===== src/rtl/pong_pkg.sv =====
// Shared constants for the pong ball/collision blocks: direction codes,
// screen geometry, derived clamp limits, the motion FSM state type and a
// direction-code decoder.
package pong_pkg;

    // Direction codes produced by the collision controller
    localparam logic [3:0] DIR_SERVE = 4'd0;
    localparam logic [3:0] DIR_UL    = 4'd1;
    localparam logic [3:0] DIR_UR    = 4'd2;
    localparam logic [3:0] DIR_UR2   = 4'd3;
    localparam logic [3:0] DIR_DR    = 4'd4;
    localparam logic [3:0] DIR_DR2   = 4'd5;
    localparam logic [3:0] DIR_DL    = 4'd6;
    localparam logic [3:0] DIR_DL2   = 4'd7;
    localparam logic [3:0] DIR_UL2   = 4'd8;
    localparam logic [3:0] DIR_MISS  = 4'd9;
    localparam logic [3:0] DIR_HOLD  = 4'd10;

    localparam int SCR_W       = 640;
    localparam int SCR_H       = 480;
    localparam int BALL_R      = 10;
    localparam int WALL_MARGIN = 10;

    // Ball-centre limits: radius plus wall margin from every edge
    localparam int X_MIN = BALL_R + WALL_MARGIN;
    localparam int X_MAX = SCR_W - BALL_R - WALL_MARGIN;
    localparam int Y_MIN = BALL_R + WALL_MARGIN;
    localparam int Y_MAX = SCR_H - BALL_R - WALL_MARGIN;

    typedef enum logic {
        ST_SERVE = 1'b0,
        ST_MOVE  = 1'b1
    } motion_state_t;

    typedef struct packed {
        logic dx_pos;
        logic dx_neg;
        logic dy_pos;
        logic dy_neg;
        logic miss;
    } dir_t;

    function automatic dir_t decode_dir(input logic [3:0] code);
        dir_t d;
        d = '0;
        case (code)
            DIR_SERVE:        d.dy_pos = 1'b1;
            DIR_UL, DIR_UL2:  begin d.dx_neg = 1'b1; d.dy_neg = 1'b1; end
            DIR_UR, DIR_UR2:  begin d.dx_pos = 1'b1; d.dy_neg = 1'b1; end
            DIR_DR, DIR_DR2:  begin d.dx_pos = 1'b1; d.dy_pos = 1'b1; end
            DIR_DL, DIR_DL2:  begin d.dx_neg = 1'b1; d.dy_pos = 1'b1; end
            DIR_MISS:         d.miss = 1'b1;
            default:          d = '0;
        endcase
        return d;
    endfunction

    // Saturate a signed 11-bit coordinate into [lo, hi]
    function automatic logic [9:0] clamp_axis(input logic signed [10:0] v,
                                              input int lo, input int hi);
        int vi;
        vi = int'(v);
        if (vi < lo)
            return 10'(lo);
        else if (vi > hi)
            return 10'(hi);
        else
            return v[9:0];
    endfunction

endpackage


===== src/rtl/ball_motion_if.sv =====
// Ball-motion bus: direction code in, position/status out.
// master = ball_motion side, slave = collision controller / renderer side.
interface ball_motion_if;
    logic [3:0] state_in;
    logic [9:0] ball_pixel_x;
    logic [9:0] ball_pixel_y;
    logic       serving;
    logic [3:0] miss_count;
    logic       tick;

    modport master (
        input  state_in,
        output ball_pixel_x, ball_pixel_y, serving, miss_count, tick
    );

    modport slave (
        output state_in,
        input  ball_pixel_x, ball_pixel_y, serving, miss_count, tick
    );
endinterface


===== src/rtl/ball_motion_tick_gen.sv =====
// Motion-tick generator: free-running 0..TICK_DIV-1 counter, strobe on the
// last count. Shared with paddle motion.
module tick_gen #(
    parameter int TICK_DIV = 416667
) (
    input  logic clk,
    input  logic rst,
    output logic tick
);
    localparam int CW = (TICK_DIV < 2) ? 1 : $clog2(TICK_DIV);
    localparam logic [CW-1:0] LAST = CW'(TICK_DIV - 1);

    logic [CW-1:0] cnt_q;

    assign tick = (cnt_q == LAST);

    // Counter advances every cycle and wraps after the strobe
    always_ff @(posedge clk or posedge rst) begin
        if (rst)
            cnt_q <= '0;
        else if (tick)
            cnt_q <= '0;
        else
            cnt_q <= cnt_q + 1'b1;
    end
endmodule


===== src/rtl/ball_motion.sv =====
// Ball position controller. Serves from (X_INIT, Y_INIT), holds for
// SERVE_DELAY ticks, then steps by the decoded direction once per tick,
// clamped to the playfield. A one-cycle miss code returns to serve.
// Optional macro BALL_SPEEDUP_EN: step grows on each paddle hit up to
// MAX_STEP and resets on a miss.
//
//  state    | meaning
//  ST_SERVE | ball pinned at serve point, counting down serve delay
//  ST_MOVE  | ball advances on each tick, miss returns to ST_SERVE
module ball_motion
    import pong_pkg::*;
#(
    parameter int X_INIT      = 320,
    parameter int Y_INIT      = 240,
    parameter int STEP        = 2,
    parameter int TICK_DIV    = 416667,
    parameter int SERVE_DELAY = 60,
    parameter int MAX_STEP    = 6
) (
    input  logic          clk,
    input  logic          rst,
    ball_motion_if.master bus
);
    localparam int DW = $clog2(SERVE_DELAY + 2);
    localparam logic [DW-1:0] DELAY_INIT = DW'(SERVE_DELAY);
    localparam logic [9:0]    X_SERVE    = 10'(X_INIT);
    localparam logic [9:0]    Y_SERVE    = 10'(Y_INIT);
    localparam logic [3:0]    STEP_INIT  = 4'(STEP);

    motion_state_t   state_q, state_d;
    logic [DW-1:0]   delay_q, delay_d;
    logic [9:0]      x_q, x_d, y_q, y_d;
    logic [3:0]      miss_q, miss_d;
    logic [3:0]      step_cur;
    logic            tick;
    logic            miss_event;
    dir_t            dir;
    logic signed [10:0] sx, sy, stp, nx, ny;

    tick_gen #(.TICK_DIV(TICK_DIV)) u_tick_gen (
        .clk  (clk),
        .rst  (rst),
        .tick (tick)
    );

    assign dir        = decode_dir(bus.state_in);
    assign miss_event = (state_q == ST_MOVE) && dir.miss;

`ifdef BALL_SPEEDUP_EN
    localparam logic [3:0] STEP_CAP = 4'(MAX_STEP);
    logic [3:0] step_q;
    logic [3:0] prev_q;
    logic       hit;

    // Paddle hit: outgoing-to-paddle code flips to a bounced-up code
    assign hit = ((prev_q == DIR_SERVE) || (prev_q == DIR_DR) || (prev_q == DIR_DL2)) &&
                 ((bus.state_in == DIR_UL) || (bus.state_in == DIR_UR));
    assign step_cur = step_q;

    // Step speeds up on hits, falls back to the serve speed on a miss
    always_ff @(posedge clk or posedge rst) begin
        if (rst) begin
            step_q <= STEP_INIT;
            prev_q <= DIR_HOLD;
        end else begin
            prev_q <= bus.state_in;
            if (miss_event)
                step_q <= STEP_INIT;
            else if (hit && (step_q < STEP_CAP))
                step_q <= step_q + 4'd1;
        end
    end
`else
    assign step_cur = STEP_INIT;
`endif

    assign sx  = $signed({1'b0, x_q});
    assign sy  = $signed({1'b0, y_q});
    assign stp = $signed({7'd0, step_cur});
    assign nx  = dir.dx_pos ? (sx + stp) : (dir.dx_neg ? (sx - stp) : sx);
    assign ny  = dir.dy_pos ? (sy + stp) : (dir.dy_neg ? (sy - stp) : sy);

    // State, position, delay and miss registers
    always_ff @(posedge clk or posedge rst) begin
        if (rst) begin
            state_q <= ST_SERVE;
            delay_q <= DELAY_INIT;
            x_q     <= X_SERVE;
            y_q     <= Y_SERVE;
            miss_q  <= '0;
        end else begin
            state_q <= state_d;
            delay_q <= delay_d;
            x_q     <= x_d;
            y_q     <= y_d;
            miss_q  <= miss_d;
        end
    end

    // Next-state: serve countdown, per-tick step, miss has priority over tick
    always_comb begin
        state_d = state_q;
        delay_d = delay_q;
        x_d     = x_q;
        y_d     = y_q;
        miss_d  = miss_q;
        case (state_q)
            ST_SERVE: begin
                x_d = X_SERVE;
                y_d = Y_SERVE;
                if (tick) begin
                    // a zero delay is treated as a one-tick hold
                    if (delay_q <= DW'(1))
                        state_d = ST_MOVE;
                    else
                        delay_d = delay_q - DW'(1);
                end
            end
            ST_MOVE: begin
                if (dir.miss) begin
                    state_d = ST_SERVE;
                    delay_d = DELAY_INIT;
                    x_d     = X_SERVE;
                    y_d     = Y_SERVE;
                    if (miss_q != 4'hF)
                        miss_d = miss_q + 4'd1;
                end else if (tick) begin
                    x_d = clamp_axis(nx, X_MIN, X_MAX);
                    y_d = clamp_axis(ny, Y_MIN, Y_MAX);
                end
            end
            default: state_d = ST_SERVE;
        endcase
    end

    assign bus.ball_pixel_x = x_q;
    assign bus.ball_pixel_y = y_q;
    assign bus.serving      = (state_q == ST_SERVE);
    assign bus.miss_count   = miss_q;
    assign bus.tick         = tick;

endmodule

===== src/flat_wrapper.sv =====
// flat-port wrapper written by rule: the top's interface ports become plain ports
module ball_motion_flat import pong_pkg::*;
#(
    parameter int X_INIT      = 320,
    parameter int Y_INIT      = 240,
    parameter int STEP        = 2,
    parameter int TICK_DIV    = 416667,
    parameter int SERVE_DELAY = 60,
    parameter int MAX_STEP    = 6
)
  (clk, rst, bus_state_in, bus_ball_pixel_x, bus_ball_pixel_y, bus_serving, bus_miss_count, bus_tick);
  ball_motion_if bus_i ();
  input  logic clk;
  input  logic rst;
  input wire logic [$bits(bus_i.state_in)-1:0] bus_state_in;
  output wire logic [$bits(bus_i.ball_pixel_x)-1:0] bus_ball_pixel_x;
  output wire logic [$bits(bus_i.ball_pixel_y)-1:0] bus_ball_pixel_y;
  output wire logic [$bits(bus_i.serving)-1:0] bus_serving;
  output wire logic [$bits(bus_i.miss_count)-1:0] bus_miss_count;
  output wire logic [$bits(bus_i.tick)-1:0] bus_tick;
  assign bus_i.state_in = bus_state_in;
  assign bus_ball_pixel_x = bus_i.ball_pixel_x;
  assign bus_ball_pixel_y = bus_i.ball_pixel_y;
  assign bus_serving = bus_i.serving;
  assign bus_miss_count = bus_i.miss_count;
  assign bus_tick = bus_i.tick;
  ball_motion #(.X_INIT(X_INIT), .Y_INIT(Y_INIT), .STEP(STEP), .TICK_DIV(TICK_DIV), .SERVE_DELAY(SERVE_DELAY), .MAX_STEP(MAX_STEP)) u_core (.clk(clk), .rst(rst), .bus(bus_i));
endmodule

===== config.mk =====
export PLATFORM = sky130hd
export DESIGN_NAME = ball_motion_flat
export DESIGN_NICKNAME = d
export VERILOG_FILES = /design/src/rtl/pong_pkg.sv /design/src/rtl/ball_motion_if.sv /design/src/rtl/ball_motion_tick_gen.sv /design/src/rtl/ball_motion.sv /design/src/flat_wrapper.sv
export SDC_FILE = /design/constraint.sdc
export NUM_CORES = 1
export LEC_CHECK = 0
export ABC_CLOCK_PERIOD_IN_PS = 2200
export BUFFER_PORTS_ARGS = -buffer_cell sky130_fd_sc_hd__buf_2
export CORE_MARGIN = 1.5
export CORE_UTILIZATION = 25
export DETAILED_ROUTE_END_ITERATION = 7
export PLACE_DENSITY = 0.42
export SLEW_MARGIN = 15
export SYNTH_ARGS = -nofsm -noshare
export SYNTH_HDL_FRONTEND = slang
export SYNTH_SLANG_ARGS = --single-unit

===== constraint.sdc =====
create_clock -name clk -period 2.2 [get_ports clk]
set_clock_uncertainty 0.05 [all_clocks]
set_input_delay 0.11 -clock clk [delete_from_list [all_inputs] [get_ports clk]]
set_output_delay 0.11 -clock clk [all_outputs]
set_load 0.03 [all_outputs]

* After elaboration in Yosys (flattened, before gate mapping)
Index checks and enable logic that the tools add are counted.
** Cells by class
- Add/sub/neg operators :: 7
- Multiply operators :: 0
- Div/mod/pow operators :: 0
- Order comparisons :: 5
- Equality and inequality tests :: 15
- Shift-type cells :: 0
- Mux-type cells :: 28
- Bitwise gates (word level) :: 1
- Reductions and logical operators :: 7
** Operators by type and width (number)
- $mux 10 :: 8
- $mux 11 :: 4
- $pmux 10 s2 :: 2
- $add 10x2->11 const B :: 2
- $lt 11x6->1 const B :: 2
- $sub 10x2->11 const B :: 2
- $add 19x1->19 const B :: 1
- $eq 19x19->1 const B :: 1
- $mux 19 :: 1
- $mux 6 :: 3
- $eq 4x3->1 const B :: 4
- $pmux 6 s2 :: 1
- $reduce_or 4->1 :: 3
- $gt 11x10->1 const B :: 1
- $gt 11x11->1 const B :: 1
- $eq 4x2->1 const B :: 2
- $eq 4x4->1 const B :: 2
- $mux 1 :: 8
- $le 6x1->1 const B :: 1
- $reduce_and 3->1 :: 2
- $sub 6x1->6 const B :: 1
- $reduce_or 5->1 :: 1
- $add 4x1->4 const B :: 1
- $eq 4x1->1 const B :: 1
- 7 further kinds :: 8
** Storage, ports and cells
- Flip-flop bits (word level) :: 50
- Latch bits :: 0
- RAM bits :: 0
- ROM bits :: 0
- Output and inout port bits :: 26
- Logic and storage cells :: 69
- Memories :: 0

* Logic depth before layout (Yosys ltp)
- Depth in word-level cells :: 11
- Mapped depth :: 12
- Gate-level depth less buffers :: 11

* Modules after synthesis
Synthesis repeated with hierarchy kept, for this count alone.
** Unflattened totals
- Cells, all modules :: 408
- Area, all modules :: 3577.2 um^2
** By module, submodules not included
- ball_motion :: times used 1, cells each 312, area each 2572.5 um^2
- tick_gen :: times used 1, cells each 96, area each 1004.7 um^2

* Worst setup path before layout
Ideal clock, no wire load.
- Path type :: reg2reg
- Start :: reg u_core.x_q[1], in the netlist u_core.bus.ball_pixel_x[1]
- End :: reg u_core.x_q[1], in the netlist u_core.bus.ball_pixel_x[1]
- Arrival :: 2.434 ns
- Required time :: 2.032 ns
- Path slack :: -0.402 ns
- Stages on the path, launching flop included :: 11
- Path buffers :: 0
- Period minus slack after synthesis :: 2.602 ns
- Cells stage by stage :: dfrtp_1 inv_1 ha_1 nor2b_1 o21ai_0 a21oi_1 a211oi_1 a31oi_1 a211oi_2 a2111oi_0 a21o_1
** On the way
- Word-level cells in the longest chain between the ends :: 9
** RTL lines
- start: declaration :: RTL line ball_motion.sv:32 : logic [9:0] x_q, x_d, y_q, y_d;
- start signal: assignment :: RTL line ball_motion.sv:88 : x_q <= X_SERVE;
- start signal: assignment :: RTL line ball_motion.sv:94 : x_q <= x_d;
- $sub 10x2->11 :: RTL line ball_motion.sv:80 : assign nx = dir.dx_pos ? (sx + stp) : (dir.dx_neg ? (sx - stp) : sx);
- $mux 11 :: RTL line ball_motion.sv:80
- $mux 11 (*) :: RTL line ball_motion.sv:80
- $gt 11x11->1 :: RTL line pong_pkg.sv:65 : else if (vi > hi)
- $mux 10 :: RTL line pong_pkg.sv:65
- $mux 10 (*) :: RTL line pong_pkg.sv:63 : if (vi < lo)
- $mux 10 (*) :: RTL line ball_motion.sv:127 : end else if (tick) begin
- $mux 10 (*) :: RTL line ball_motion.sv:120 : if (dir.miss) begin
- $pmux 10 s2 (*) :: RTL line ball_motion.sv:107 : case (state_q)
Every way passes the cells marked *; elsewhere a longest branch is shown, timed or not. The select of a mux whose other input is x is not followed.
A chain may end at the register's enable or synchronous reset.

* Final worst setup path
- Start :: reg u_core.x_q[2], in the netlist u_core.bus.ball_pixel_x[2]
- End :: reg u_core.x_q[1], in the netlist u_core.bus.ball_pixel_x[1]
The elaborated chain is that of the path after synthesis.

==> results.yml <==
place:
  place_congestion: 0.799
  place_hpwl_um: 7330
  port_buffers: 29
  place_area_sq_um: 4540
synth:
  synthFlopType: "dfrtp_1"
  synth-edff-count: 0
  synthTopCellsByCount: "38 x dfrtp_1, 38 x nor2_1, 28 x nand2_1"
  synth_cell_types: 66
  seq_area_frac_synth_pct: 35.6
  synthTopCellsByArea: "dfrtp_1 28%, dfstp_2 7.7%, xnor2_1 5.1%, xor2_1 4.9%, nor2_1 4.2%"
  yosysWarningCount: 0
  syn_area_sq_um: 3410
  yosys.area.top_type: "dfrtp_1"
  async_flop_share_pct: 100
  synth_seq_cells: 48
  synth_top_area_share_pct: 27.9
  syn_inst: 397
  avgSynthCellArea_sq_um: 8.59
clock_network:
  clkTransAtPathRegs_ns: 0.07
  clk_latency_ns: 0.29
  cts_sinks: 48
  root_buffer: "clkbuf_16"
  clock_path_buffers: 2
  cts_tree: "built"
  cts_made_buffers: 5
  htree_levels: 2
routing:
  drt-wirelength-per-cell_um: 14.3
  drtPass1Iterations: 4
  totalWireLength_um: 10200
  vias: 3380
  drcViolationCount: 0
  ant_nets: 0
  viasPerCell: 4.73
  first_iter_violations: 163
setup_path:
  startpoint: "u_core.bus.ball_pixel_x[2]"
  startpoint_type: "flop"
  path_buf_inv: 2
  cp-end-kind: "flop"
  cp_cell_sequence: "inv_2 -> ha_4 -> nand3b_1 -> a221oi_1 -> a31oi_1 -> xnor2_1 -> buf_4 -> o21ai_4 -> and3_1 -> a2111oi_4 -> a21o_1"
  rr_startpoint: "u_core.bus.ball_pixel_x[2]"
  crit_family: "compound AO/OA/AOI/OAI gates"
  cpPeakStageDelay_ns: 0.48
  critPathArrivalTime_ns: 2.65
  cp.required_ns: 2.38
  worst-setup-path-type: "flop to flop"
  critPathMaxFanout: 7
  slowest_stage: "dfrtp_2"
grt:
  grt_max_degree: 49
  grt_overflow: 0
  track_usage_pct: 14.7
  grt_pass1_wl_um: 17100
  grt_pass1_vias: 3445
  antenna_found_initial: 0
sta:
  tightest_slew_ns: 0.565
  layout_setup_ws_ns: -0.269
  setup_viol: 20
  post-route-period-util_pct: 112
  fin_crit_ns: 2.47
  fmax_ghz: 0.405
  whs_ns: 0.363
  maxSlewViolCount: 0
  hold_viol_final: 0
  relSlewSlack_pct: 62.2
  rsz0062_at_grt: "yes"
power_and_ir_drop:
  cellLeakagePower_nw: 2.30
  powerDensity_nw_per_um2: 406
  p_total_mw: 2.16
  switchingPower_mw: 0.607
  seqPwrFrac_pct: 45.7
  sw_frac_of_total_pct: 28.1
  internal_power_mw: 1.55
  combPwrFrac_pct: 18.1
  ir_drop_mv: 0.651
  clkPwrFrac_pct: 36.2
die:
  rows: 42
  core_area_sq_um: 13300
  die_width_um: 120
  die_y_um: 120
  fp.dieArea_sq_um: 14400
  ios: 32
  start_util_pct: 25.7
worst_hold_path:
  hp-class: "primary input to asynchronous set/reset pin"
outcome:
  violations: "negative setup slack"
  outcome: "complete, but fails checks"
final_layout:
  stdcell_area_sq_um: 5330
  drive_above_1_share_pct: 49.3
  synthToLayoutAreaGrowth_pct: 56.2
  nFillCells: 1334
  final_util_pct: 40.1
  multi_input_area_sq_um: 2470
  n_antenna_cell: 0
  num-nets-final: 552
  seq_area_sq_um: 1220
flow_run:
  drv_cap: 0
==> registers in the layout, summed over array words and instances, names as in the netlist <==
name and flops:
u_core.bus.ball_pixel_x 9, u_core.bus.miss_count 4, u_core.u_tick_gen.cnt_q 19, u_core.delay_q 6, u_core.state_q 1, u_core.bus.ball_pixel_y 9
==> cell usage in the layout (no fill, tap or decap), types with 6 or more instances in the layout <==
| cell | count |
|---|---|
| dfstp_2 | 10 |
| dfrtp_1 | 31 |
| nand3_1 | 15 |
| and3_1 | 8 |
| nand2_1 | 24 |
| inv_2 | 6 |
| o21ai_0 | 7 |
| a31oi_1 | 10 |
| buf_4 | 106 |
| a21oi_1 | 15 |
| a21oi_2 | 11 |
| nor3_2 | 6 |
| o21ai_2 | 6 |
| buf_2 | 28 |
| o21ai_1 | 9 |
| nor2_1 | 38 |
| xor2_1 | 17 |
| nor3_1 | 9 |
| xnor2_1 | 16 |
| dfrtp_2 | 7 |
| inv_1 | 12 |
| buf_6 | 14 |
==> worst reg2reg max path, cell delays in order (launching register included) <==
cell and delay, ns:
dfrtp_2 0.48, inv_2 0.10, ha_4 0.14, nand3b_1 0.08
a221oi_1 0.26, a31oi_1 0.11, xnor2_1 0.30, buf_4 0.18
o21ai_4 0.09, and3_1 0.23, a2111oi_4 0.29, a21o_1 0.11
==> through the flow <==
step	cells	setup slack, ns	TNS [ns]
2_1_floorplan	398	-0.0804	-0.307
3_3_place_gp	678	-0.296	-2.92
3_5_place_dp	678	-0.270	-3.26
4_1_cts	711	-0.233	-2.38
5_1_grt	714	-0.408	-5.94
6_report	714	-0.269	-3.22
==> what timing repair did <==
item | 4_1_cts | 5_1_grt
hold endpoints to repair | 38 | 0
resized for setup | 38 | 63
endpoints found under the setup margin | 22 | 24
setup buffers | 24 | 5
hold buffers | 1 | 0
pin swaps | 27 | 37
==> metal layers <==
layer / vias to the layer above / global-route usage [%] / share of wire [%]
met5: - / 0 / 0
met4: 0 / 3.65 / 1.1
met3: 9 / 2.19 / 2.4
met2: 36 / 23.3 / 47
met1: 1632 / 21.0 / 50
li1: 1703 / - / -
==> power by group through the flow <==
stage | Clock (mW) | Combinational (mW) | Sequential [mW]
4_1_cts | 0.821 | 0.374 | 0.986
3_5_place_dp | 0 | 0.349 | 1.00
5_1_grt | 0.848 | 0.437 | 0.992
6_report | 0.782 | 0.392 | 0.987
2_1_floorplan | 0 | 0.194 | 1.03
3_3_place_gp | 0 | 0.346 | 1.00
==> logic make-up (layout without fill, tap and decap cells) <==
| kind of cell | count (synthesis) | count (layout) | share of synthesized area (%) |
|---|---|---|---|
| fa+ha+maj | 9 | 9 | 3.30 |
| buf+inv | 42 | 182 | 5.21 |
| simple gates | 152 | 152 | 23.7 |
| flops | 48 | 48 | 35.6 |
| xor+xnor | 39 | 39 | 10.0 |
| other cells | 1 | 2 | 0.110 |
| compound gates | 103 | 103 | 21.2 |
| mux | 3 | 3 | 0.917 |
==> worst paths after layout <==
path	slack (ns)	end	depth (start not counted)
max reg2reg	-0.27	u_core.bus.ball_pixel_x[1]	11
max in group asynchronous	1.46	u_core.delay_q[5]	4
min reg2reg	0.45	u_core.u_tick_gen.cnt_q[13]	1
max	-0.27	u_core.bus.ball_pixel_x[1]	11
min in group clk	0.42	u_core.delay_q[1]	5
min	0.36	u_core.u_tick_gen.cnt_q[8]	4
==> layout make-up <==
type | instances | share of cell area (%)
inverters | 20 | 1.55
flip-flops and latches | 48 | 22.9
well taps | 176 | 4.13
clock buffers | 8 | 2.75
repair buffers | 154 | 22.2
multi-input cells | 308 | 46.4
Power figures use the tool's default switching activity.
